$ cat src/rtl/wifi_pkg.sv
// Shared types and constants for the Wi-Fi transmit scheduler and its arbiter.
package wifi_pkg;

  localparam int WIFI_DW      = 32;
  localparam int WIFI_TIMEOUT = 1024;
  localparam int WIFI_NUM_REQ = 3;

  // Source-id width; a single requester still needs a one-bit id.
  function automatic int src_width(input int n);
    return (n > 1) ? $clog2(n) : 1;
  endfunction

  localparam int SRC_W = src_width(WIFI_NUM_REQ);

  typedef enum logic [1:0] {
    IDLE,
    XFER,
    ABORT
  } state_t;

endpackage

$ cat src/rtl/wifi_tx_sched_rr_arbiter.sv
// Combinational round-robin arbiter: first request strictly after last_gnt wins,
// wrapping to the lowest index.
module rr_arbiter
  import wifi_pkg::*;
#(
  parameter  int NUM_REQ = WIFI_NUM_REQ,
  localparam int SW      = src_width(NUM_REQ)
) (
  input  logic [NUM_REQ-1:0] req,
  input  logic [SW-1:0]      last_gnt,
  output logic [SW-1:0]      gnt,
  output logic               any_req
);

  logic          hi_found;
  logic [SW-1:0] hi_gnt;
  logic [SW-1:0] lo_gnt;

  // Scan downward so the lowest qualifying index is the one left standing.
  always_comb begin
    // NOTE: every variable gets a default before the loop so no path can infer a latch.
    hi_found = 1'b0;
    hi_gnt   = '0;
    lo_gnt   = '0;
    for (int i = NUM_REQ - 1; i >= 0; i--) begin
      if (req[i]) begin
        if (i > int'(last_gnt)) begin
          hi_found = 1'b1;
          hi_gnt   = SW'(i);
        end else begin
          lo_gnt = SW'(i);
        end
      end
    end
    gnt = hi_found ? hi_gnt : lo_gnt;
  end

  assign any_req = |req;

endmodule

$ cat src/rtl/wifi_tx_sched.sv
// Packet-atomic round-robin scheduler muxing NUM_REQ word streams onto one
// Wi-Fi transmit port, with stall-timeout abort.
module wifi_tx_sched
  import wifi_pkg::*;
#(
  parameter  int NUM_REQ = WIFI_NUM_REQ,
  parameter  int TIMEOUT = WIFI_TIMEOUT,
  parameter  int DW      = WIFI_DW,
  localparam int SW      = src_width(NUM_REQ)
) (
  input  logic                  clk,
  input  logic                  reset_n,
  input  logic                  en,
  input  logic [NUM_REQ-1:0]    req_valid,
  input  logic [NUM_REQ*DW-1:0] req_data,
  input  logic [NUM_REQ-1:0]    req_last,
  output logic [NUM_REQ-1:0]    req_ready,
  output logic                  wifi_valid,
  output logic [DW-1:0]         wifi_data,
  output logic                  wifi_last,
  output logic                  wifi_abort,
  output logic [SW-1:0]         wifi_src,
  input  logic                  wifi_ready,
  output logic                  busy,
  output logic                  err_timeout
);

  localparam int CW = $clog2(TIMEOUT);

  state_t        state;
  logic [SW-1:0] gnt;
  logic [SW-1:0] last_gnt;
  logic [SW-1:0] arb_gnt;
  logic          any_req;
  logic [CW-1:0] stall_cnt;

  logic          cur_valid;
  logic          cur_last;
  logic [DW-1:0] cur_data;

  rr_arbiter #(.NUM_REQ(NUM_REQ)) u_arb (
    .req      (req_valid),
    .last_gnt (last_gnt),
    .gnt      (arb_gnt),
    .any_req  (any_req)
  );

  // Select the granted source's stream without variable part-selects.
  always_comb begin
    cur_valid = 1'b0;
    cur_last  = 1'b0;
    cur_data  = '0;
    for (int i = 0; i < NUM_REQ; i++) begin
      if (gnt == SW'(i)) begin
        cur_valid = req_valid[i];
        cur_last  = req_last[i];
        cur_data  = req_data[i*DW +: DW];
      end
    end
  end

  // Pass-through in XFER keeps the datapath free of added latency.
  always_comb begin
    wifi_valid = 1'b0;
    wifi_data  = '0;
    wifi_last  = 1'b0;
    wifi_abort = 1'b0;
    req_ready  = '0;
    unique case (state)
      XFER: begin
        wifi_valid = cur_valid;
        wifi_data  = cur_data;
        wifi_last  = cur_last;
        for (int i = 0; i < NUM_REQ; i++) begin
          req_ready[i] = (gnt == SW'(i)) && wifi_ready;
        end
      end
      ABORT: begin
        wifi_valid = 1'b1;
        wifi_last  = 1'b1;
        wifi_abort = 1'b1;
      end
      default: ;
    endcase
  end

  assign wifi_src = gnt;
  assign busy     = (state != IDLE);

  always_ff @(posedge clk or negedge reset_n) begin
    if (!reset_n) begin
      state       <= IDLE;
      gnt         <= '0;
      last_gnt    <= SW'(NUM_REQ - 1);
      stall_cnt   <= '0;
      err_timeout <= 1'b0;
    end else begin
      // NOTE: non-blocking assignments so every register samples pre-edge values.
      unique case (state)
        IDLE: begin
          stall_cnt <= '0;
          if (en && any_req) begin
            gnt   <= arb_gnt;
            state <= XFER;
          end
        end
        XFER: begin
          if (cur_valid) begin
            stall_cnt <= '0;
            if (wifi_ready && cur_last) begin
              last_gnt <= gnt;
              state    <= IDLE;
            end
          end else if (stall_cnt == CW'(TIMEOUT - 1)) begin
            stall_cnt <= '0;
            state     <= ABORT;
          end else begin
            stall_cnt <= stall_cnt + 1'b1;
          end
        end
        ABORT: begin
          if (wifi_ready) begin
            err_timeout <= 1'b1;
            last_gnt    <= gnt;
            state       <= IDLE;
          end
        end
        default: state <= IDLE;
      endcase
    end
  end

endmodule

$ cat config.mk
export PLATFORM = sky130hd
export DESIGN_NAME = wifi_tx_sched
export DESIGN_NICKNAME = d
export VERILOG_FILES = /design/src/rtl/wifi_pkg.sv /design/src/rtl/wifi_tx_sched_rr_arbiter.sv /design/src/rtl/wifi_tx_sched.sv
export SDC_FILE = /design/constraint.sdc
export NUM_CORES = 1
export LEC_CHECK = 0
export BUFFER_PORTS_ARGS = -buffer_cell sky130_fd_sc_hd__buf_2
export CAP_MARGIN = 5
export CORE_UTILIZATION = 44
export CTS_CLUSTER_DIAMETER = 50
export DETAILED_ROUTE_END_ITERATION = 10
export GPL_ROUTABILITY_DRIVEN = 0
export GPL_TIMING_DRIVEN = 0
export PLACE_DENSITY_LB_ADDON = 0.05
export SLEW_MARGIN = 20
export SYNTH_ARGS = -nofsm -noshare
export SYNTH_HDL_FRONTEND = slang
export SYNTH_SLANG_ARGS = --single-unit
$ cat constraint.sdc
create_clock -name clk -period 3.95 [get_ports clk]
set_clock_uncertainty 0.05 [all_clocks]
set_input_delay 0.395 -clock clk [delete_from_list [all_inputs] [get_ports clk]]
set_output_delay 0.395 -clock clk [all_outputs]
set_load 0.01 [all_outputs]
; Word level (Yosys, flattened, before mapping)
; Index checks and enable logic that the tools add are counted.
[totals]
regBits = 17
in_bits = 106
out_inout_bits = 42
wordCells = 75
[op_classes]
add_sub_neg = 1
order_cmp = 2
eq_ne = 11
muxes = 41
n_reduce_logical = 15
[ops]
columns = op, count
row1 = 2-to-1 mux 32 bit, 4
row2 = 2-to-1 mux 2 bit, 18
row3 = 2-to-1 mux 10 bit, 2
row4 = case mux 10 bit (2 select lines), 1
row5 = 2-to-1 mux 1 bit, 11
row6 = adder 10 x 1 -> 10 bit (second input constant), 1
row7 = == test 10 bit (second input constant), 1
row8 = inequality test 2 bit (second input constant), 4
row9 = AND reduction 4 bit, 2
row10 = inequality test 3 bit (second input constant), 2
row11 = case mux 2 bit (3 select lines), 1
row12 = nonzero test 2 bit, 3
row13 = logical AND 1 bit, 5
row14 = == test 2 x 1 -> 1 bit (second input constant), 2
row15 = == test 2 bit (second input constant), 2
row16 = logical NOT 2 bit, 2
row17 = case mux 1 bit (2 select lines), 2
row18 = case mux 2 bit (2 select lines), 1
row19 = AND reduction 2 bit, 2
row20 = 2-to-1 mux 3 bit, 1
row21 = OR reduction 3 bit, 1
row22 = greater-than comparator 1 x 2 -> 1 bit (first input constant), 1
row23 = greater-than comparator 2 bit (first input constant), 1

; Depth between registers and ports, before layout
; Gate-level depths: netlist of the first run.
[logic_depth]
ltp_word = 8
ltp_mapped = 7
ltp_nobuf = 7

; Modules after synthesis
; From an unflattened synthesis of the first run, not the netlist that was laid out.
[hier_totals]
cells_unflattened = 263
area_unflattened_um2 = 1913.1
[modules_own_cells]
columns = module, instances, cells_each, area_each_um2, seq_area_each_um2
row1 = wifi_tx_sched, 1, 255, 1863.0, 426.7
row2 = rr_arbiter, 1, 8, 50.0, 0.0

; Worst setup path after synthesis of the first run
; Ideal clock, no wire load.
[synth_path]
path_type = flip-flop to output port
from = reg state[1]
to = out req_ready[1]
t_arrival_ps = 1360
required_time_ps = 3505
path_slack_ps = 2145
stages_incl_launch_ff = 6
n_path_buf = 1
path_cell_list = dfrtp_1 inv_1 ha_1 clkbuf_1 nand2_1 nor3b_1
[synth_between]
elab_chain_cells = 2
[synth_rtl]
columns = element, line
row1 = from (decl), wifi_tx_sched.sv:30  ; state_t state;
row2 = from (signal assigned), wifi_tx_sched.sv:92  ; state <= IDLE;
row3 = from (signal assigned), wifi_tx_sched.sv:104  ; state <= XFER;
row4 = from (signal assigned), wifi_tx_sched.sv:112  ; state <= IDLE;
row5 = == test 2 x 1 -> 1 bit, wifi_tx_sched.sv:69  ; unique case (state)
row6 = 2-to-1 mux 3 bit, wifi_tx_sched.sv:69
row7 = to (decl), wifi_tx_sched.sv:17  ; output logic [NUM_REQ-1:0] req_ready,
; No other way between the ends.

; Worst setup path in the final report of the first run
[layout_path]
from = reg state[1]
to = out wifi_data[29]
[layout_between]
elab_chain_cells = 2
[layout_rtl]
columns = element, line
row1 = == test 2 x 1 -> 1 bit, wifi_tx_sched.sv:69
row2 = 2-to-1 mux 32 bit, wifi_tx_sched.sv:69
row3 = to (decl), wifi_tx_sched.sv:19  ; output logic [DW-1:0] wifi_data,
; No other way between the ends.

==> flow_summary.toml, run 1 <==
[run_status]
status = "finished, violations left"
failed_checks = "negative hold slack"

[critical_path]
ff2ff_setup_slack_ps = 2020
slowest_stage = "dfrtp_1"
crit_buf_inv = 4
crit_path_start_kind = "flop"
cp_top_family = "buffers and inverters"
timing.rr.start = "state[1]"
path_cells = "inv_1 > ha_1 > clkbuf_1 > clkbuf_1 > and2_1 > buf_2"
cpMostUsedCell = "clkbuf_1"
ff2ff_path_depth = 6
crit_arrival_ps = 2030
required_ps = 3500
timing.rr.end = "last_gnt[0]"
worstPathMaxFanout = 10
cp-end-kind = "output port"
cpPeakStageDelay_ps = 400
critPathKind = "reg -> out"
startpoint = "state[1]"

[synthesis]
syn_nets = 361
synth-async-reset-ratio_pct = 100
synthCells = 251
ys_top_cells_by_area = "dfrtp_1 21%, mux2i_1 18%, and2_1 11%, o21ai_0 11%, nand2_1 9.0%"
synth_edf_count = 0
synth_top_area_share_pct = 20.8
syn_area_um2 = 1920
yosysUniqueCellTypes = 36
ys.flop_type = "dfrtp_1"
syn_avg_cell_area_um2 = 7.67
yosysWarnings = 0
ys_ff_latch = 17
synth_seq_area_share_pct = 22.2
synth_area_leader_cell = "dfrtp_1"

[cts]
cts_buffers = 3
clock-sinks = 17
clkTransAtPathRegs_ps = 70
postCtsHoldBufs = 0
cts_resized = 0
cts_tree = "done"
h-tree-depth = 1
cts_setup_buffers = 0
root_buffer = "clkbuf_8"
cts-root-to-sink-buffers = 2
clk_latency_ps = 260

[die]
io_pins = 148
fp.dieArea_um2 = 4640
die_x_um = 68.1
start_util_pct = 47.1
core_um2 = 4090
rows = 23
fp.dieH_um = 68.1

[final_layout]
nets = 513
stdcell_count = 452
fillers = 375
postLayoutCoreUtil_pct = 67.8
drive_above_1_share_pct = 41.8
antennaDiodeCount = 0
syn_to_final_growth_pct = 43.9
finish.instance_area_um2 = 2770

[route]
wl_um = 6170
drt_pre_antenna_iters = 7
wl_per_cell_um = 13.7
ant_nets = 0
drc = 0
drtIter0Drc = 92
vias = 2336
vias_per_cell = 5.17

[power]
powerDensity_nw_per_um2 = 556
ir_drop_mv = 0.364
leakage_nw = 1.45
pwr-share-seq_pct = 16.3
p_int_mw = 0.799
swShare_pct = 48.0
pwr-share-clk_pct = 8.6
combPwrFrac_pct = 75.1
switchingPower_mw = 0.739
totalPowerFinal_mw = 1.54

[place]
dpl-instance-area_um2 = 2720
place_inst = 448
portBuffers = 147
dpl.hpwl_um = 4990
dp_slack_ps = 1760

[sta]
period_minus_slack_ps = 2470
tns_ps = 0
max_freq_mhz = 405
finalSetupViolations = 0
maxSlewViolCount = 0
hold_violations = 5
final.period_utilization_pct = 62.5
hold_ws_ps = -2.18
slew_headroom_pct = 65.6
rsz0062_at_grt = "false"
worst_slew_pin_slew_ps = 513
setup_slack_ps = 1480

[hold_path]
hold_class = "in -> async"

[global_routing]
grt_overflow = 0
grt_max_degree = 18
antenna_found_initial = 0
grt_pass1_vias = 2042
grt_pass1_wl_um = 9000
track_usage_pct = 25.0

[run]
cap_viol_max_count = 0
## placed cells by master (no fill, tap or decap)
cell type	Yosys	layout
clkbuf_8	0	3
nor2_2	1	1
dfstp_2	1	1
nor4_4	1	1
and2_4	1	1
buf_6	1	1
nor3b_1	2	2
ha_1	4	4
nand3_1	2	2
xor2_1	1	1
nor2_1	6	6
mux2i_1	35	35
inv_1	3	3
a22o_1	4	4
dfrtp_1	16	16
o2bb2ai_2	1	1
nor4_1	2	2
or2_1	1	1
nor2b_1	6	6
o21a_1	2	2
nor3_1	2	2
nand3_2	1	1
and2_1	33	33
a21o_1	4	4
o21ai_1	2	2
mux2_4	2	2
clkinv_2	0	1
xnor2_1	2	2
nand2_1	46	46
clkbuf_1	11	11
o31ai_1	1	1
o211ai_4	2	2
nand3b_1	1	1
or2_2	2	2
o22ai_1	2	2
buf_2	4	151
o21ai_0	41	41
a21oi_1	5	5
## worst register-to-register path, cell delays in order (launching register included)
cell,delay [ps]
dfrtp_1,400
inv_1,100
ha_1,230
clkbuf_1,360
nor2b_1,140
o211ai_4,210
mux2_4,320
## power by group through the flow
stage	combinational (mW)	sequential (mW)	clock (mW)
finish	1.15	0.251	0.133
CTS	1.16	0.251	0.136
detailed placement	1.15	0.253	0
global placement	1.14	0.252	0
floorplan	0.782	0.253	0
global route	1.29	0.257	0.142
## Yosys cell counts (all sizes together), types with 3 or more instances
| cell | count |
|---|---|
| nand2 | 46 |
| mux2i | 35 |
| nor2 | 7 |
| a22o | 4 |
| a21o | 4 |
| and2 | 34 |
| buf | 5 |
| dfrtp | 16 |
| inv | 3 |
| nor4 | 3 |
| nor2b | 6 |
| ha | 4 |
| a21oi | 5 |
| or2 | 3 |
| o21ai | 43 |
| nand3 | 3 |
| clkbuf | 11 |
## state kept, by name, indices dropped and copies added (netlist names)
name / count
wifi_src: 2
stall_cnt: 10
state: 2
err_timeout: 1
last_gnt: 2
## how the worst max path moves through the flow
stage / end / slack [ps] / cells past startpoint
3_3_place_gp: wifi_data[21] / 1780 / 6
6_report: wifi_data[29] / 1480 / 6
5_1_grt: wifi_data[28] / 1280 / 6
2_1_floorplan: req_ready[1] / 2150 / 5
3_5_place_dp: wifi_data[29] / 1760 / 6
4_1_cts: wifi_data[29] / 1460 / 6
## cells by family after synthesis
| kind of cell | synth area share (%) |
|---|---|
| xor+xnor | 1.37 |
| simple gates | 29.1 |
| compound gates | 20.7 |
| flops | 22.2 |
| buf+inv | 4.36 |
| fa+ha+maj | 2.60 |
| mux | 19.8 |
## layout make-up
cell class	instances	area (um2)	area share (%)
Inverter	3	11.3	0.407
Tap cell	50	62.6	2.26
Multi-Input combinational cell	215	1410	51.1
Sequential cell	17	427	15.4
Timing Repair Buffer	147	736	26.6
Clock buffer	3	41.3	1.49
Clock inverter	1	5.00	0.181
Buffer	16	72.6	2.62
## metal layers
| layer | routed length (um) | part of all wire [%] | GRT usage (%) |
|---|---|---|---|
| met5 | 0 | 0 | 0 |
| met4 | 51 | 0.83 | 3.39 |
| met3 | 424 | 6.9 | 5.67 |
| met2 | 3090 | 50 | 45.3 |
| met1 | 2600 | 42 | 30.4 |
No activity file was read; power rests on OpenSTA's default activity.
==> run 2, diff against run 1 <==
ABC_AREA = 1   (was default)
CORE_UTILIZATION = 38   (was 44)
clock period = 2.12 ns   (was 3.95 ns; I/O delays follow)
==> run 2 against run 1 <==
Net effect:
- the run now ends clean
- first-iteration DRC count shrank 4.3%
- sequential share of layout area shrank 0.81 points
- final cell count grew 27%
- wire length grew 7.5%
- combinational power grew 130%
- sequential cell count is the same
- largest cell class unchanged
==> flow_summary.toml, run 2 <==
[route]
wl_um = 6630
drt_pre_antenna_iters = 4
wl_per_cell_um = 11.6
vias = 2764
vias_per_cell = 4.83
drtIter0Drc = 88
ant_nets = 0
drc = 0

[critical_path]
startpoint = "wifi_src[1]"
cp-end-kind = "output port"
cpPeakStageDelay_ps = 390
path_cells = "buf_6 > nor2_8 > buf_2 > nand2_1 > nand3_1 > nand2_1 > inv_1 > buf_2"
timing.rr.start = "state[0]"
required_ps = 1860
crit_path_start_kind = "flop"
worstPathMaxFanout = 16
critPathKind = "reg -> out"
ff2ff_setup_slack_ps = 460
crit_arrival_ps = 1660
timing.rr.end = "stall_cnt[6]"
slowest_stage = "dfrtp_1"
ff2ff_path_depth = 7
endpoint = "wifi_data[21]"

[global_routing]
track_usage_pct = 21.3
grt_pass1_wl_um = 9540
grt-busiest-layer = "met2"
grt_max_degree = 18
grt_pass1_vias = 2233
grt_overflow = 0
met3_usage_pct = 2.91
grt_use_met2_pct = 42.5
grt.met1_usage_pct = 23.9
antenna_found_initial = 0

[synthesis]
synth-simple-area-share_pct = 53.8
synth.area.mux_share_pct = 0
synth_area_leader_cell = "nand3_1"
synth_edf_count = 0
syn_avg_cell_area_um2 = 5.82
synth_xor_area_share_pct = 2.14
ys.flop_type = "dfrtp_1"
yosys-top-cells-count = "104 x nand3_1, 95 x nand2_1, 46 x inv_1"
ys_ff_latch = 17
syn_area_um2 = 2040
yosysUniqueCellTypes = 33
synth_seq_area_share_pct = 20.9
syn_nets = 461
synthCells = 351
synthAdderAreaFrac_pct = 2.45
synth_top_area_share_pct = 25.5
yosysWarnings = 0
yosysMostFrequentCell = "nand3_1"
ys_top_cells_by_area = "nand3_1 25%, dfrtp_1 20%, nand2_1 17%, inv_1 8.4%, ha_1 2.4%"
synth-async-reset-ratio_pct = 100
synth-compound-area-share_pct = 4.83
synth_top_family_by_area = "simple AND/OR/NAND/NOR gates"

[power]
swShare_pct = 54.4
pwr-share-seq_pct = 13.9
pwr-share-clk_pct = 7.1
ir_drop_mv = 0.673
powerDensity_nw_per_um2 = 1130
combPwrFrac_pct = 79.0
leakage_nw = 1.85
p_int_mw = 1.51
switchingPower_mw = 1.80

[final_layout]
largest_reg_flops = 10
largest_register = "stall_cnt"
drive_above_1_share_pct = 36.5
final_common_cell = "buf_2"
antennaDiodeCount = 0
mostFrequentLayoutCells = "155 x buf_2, 104 x nand3_1, 95 x nand2_1"
syn_to_final_growth_pct = 43.0
postLayoutCoreUtil_pct = 56.9
nets = 613

[sta]
hold_ws_ps = 191
period_minus_slack_ps = 1930
worst_slew_pin_slew_ps = 454
hold_violations = 0
maxSlewViolCount = 0
final.period_utilization_pct = 90.9
slew_headroom_pct = 69.7
max_freq_mhz = 519
finalSetupViolations = 0
tns_ps = 0
rsz0062_at_grt = "false"

[cts]
root_buffer = "clkbuf_8"
clock-sinks = 17
cts_tree = "done"
cts-root-to-sink-buffers = 2
cts_setup_buffers = 0
cts_buffers = 3
clk_latency_ps = 240
h-tree-depth = 1
clkTransAtPathRegs_ps = 60

[die]
die_x_um = 75.4
io_pins = 148
start_util_pct = 39.8
rows = 26
fp.dieArea_um2 = 5680
fp.dieH_um = 75.4
core_um2 = 5140

[run_status]
status = "completed"

[place]
dpl.hpwl_um = 5280
portBuffers = 147

[run]
cap_viol_max_count = 0

[hold_path]
hold_class = "in -> reg"
-- run 2: cell count changes in the layout (fill, tap and decap cells not counted), sizes merged, moves of 4 or more --
| cell | delta |
|---|---|
| nor2 | +7 |
| nand2 | +51 |
| nand3 | +107 |
| nand4 | +6 |
| o21ai | -33 |
| inv | +48 |
| a22o | -4 |
| buf | +10 |
| nor2b | -6 |
| and2 | -34 |
| mux2i | -35 |
-- run 2: layout make-up --
type	count	area (um2)
buffer	22	130
clock buffer	4	45.0
fill	546	2220
inverter	52	195
multi-input combinational	259	1290
sequential	17	427
tap	70	87.6
timing repair buffer	148	746
-- run 2: logic make-up (layout without fill, tap and decap cells) --
logic type	Yosys count	count (layout)
flops	17	17
compound gates	18	18
buf+inv	75	226
xor+xnor	5	5
fa+ha+maj	4	4
simple gates	232	232
-- run 2: layer usage --
metal / vias up / part of all wire (%) / wire length [um]
li1: 1442 / - / -
met1: 1243 / 41 / 2720
met2: 75 / 51 / 3410
met3: 4 / 6.9 / 456
met4: 0 / 0.65 / 43
met5: - / 0 / 0
-- run 2: what timing repair did --
| item | CTS | global route |
|---|---|---|
| hold buffers | 1 | 0 |
| hold endpoints to repair | 16 | 0 |
| setup endpoints to repair | 0 | 30 |
| resized for setup | 0 | 3 |
-- run 2: power groups by stage --
stage | registers (mW) | clock network, mW | logic (mW)
floorplan | 0.473 | 0 | 1.83
global placement | 0.465 | 0 | 2.62
detailed placement | 0.467 | 0 | 2.64
CTS | 0.461 | 0.240 | 2.65
global route | 0.472 | 0.257 | 2.97
finish | 0.461 | 0.234 | 2.61
-- run 2: critical path: cells and delay by family, from the launching register on --
kind | cells | cell delay, ps
DFF | 1 | 390
buffers and inverters | 4 | 600
and+or+nand+nor | 4 | 440
-- run 2: worst min-delay path by stage --
stage               start      endpoint  slack (ps)  cells after the start
6_report       wifi_ready   err_timeout         190                      2
5_1_grt        wifi_ready   err_timeout         200                      2
4_1_cts        wifi_ready   err_timeout         190                      2
3_5_place_dp      reset_n  stall_cnt[2]         100                      1
3_3_place_gp      reset_n  stall_cnt[0]         100                      1
2_1_floorplan     reset_n   err_timeout        -130                      0
-- run 2: metrics by stage --
step / setup WS [ps] / power [mW] / area, um2 / std cells
4_1_cts: 49.1 / 3.35 / 2920 / 573
5_1_grt: 44.5 / 3.70 / 2920 / 572
3_5_place_dp: 324 / 3.10 / 2870 / 568
2_1_floorplan: 636 / 2.30 / 2040 / 351
3_3_place_gp: 346 / 3.09 / 2870 / 568
6_report: 194 / 3.31 / 2920 / 572
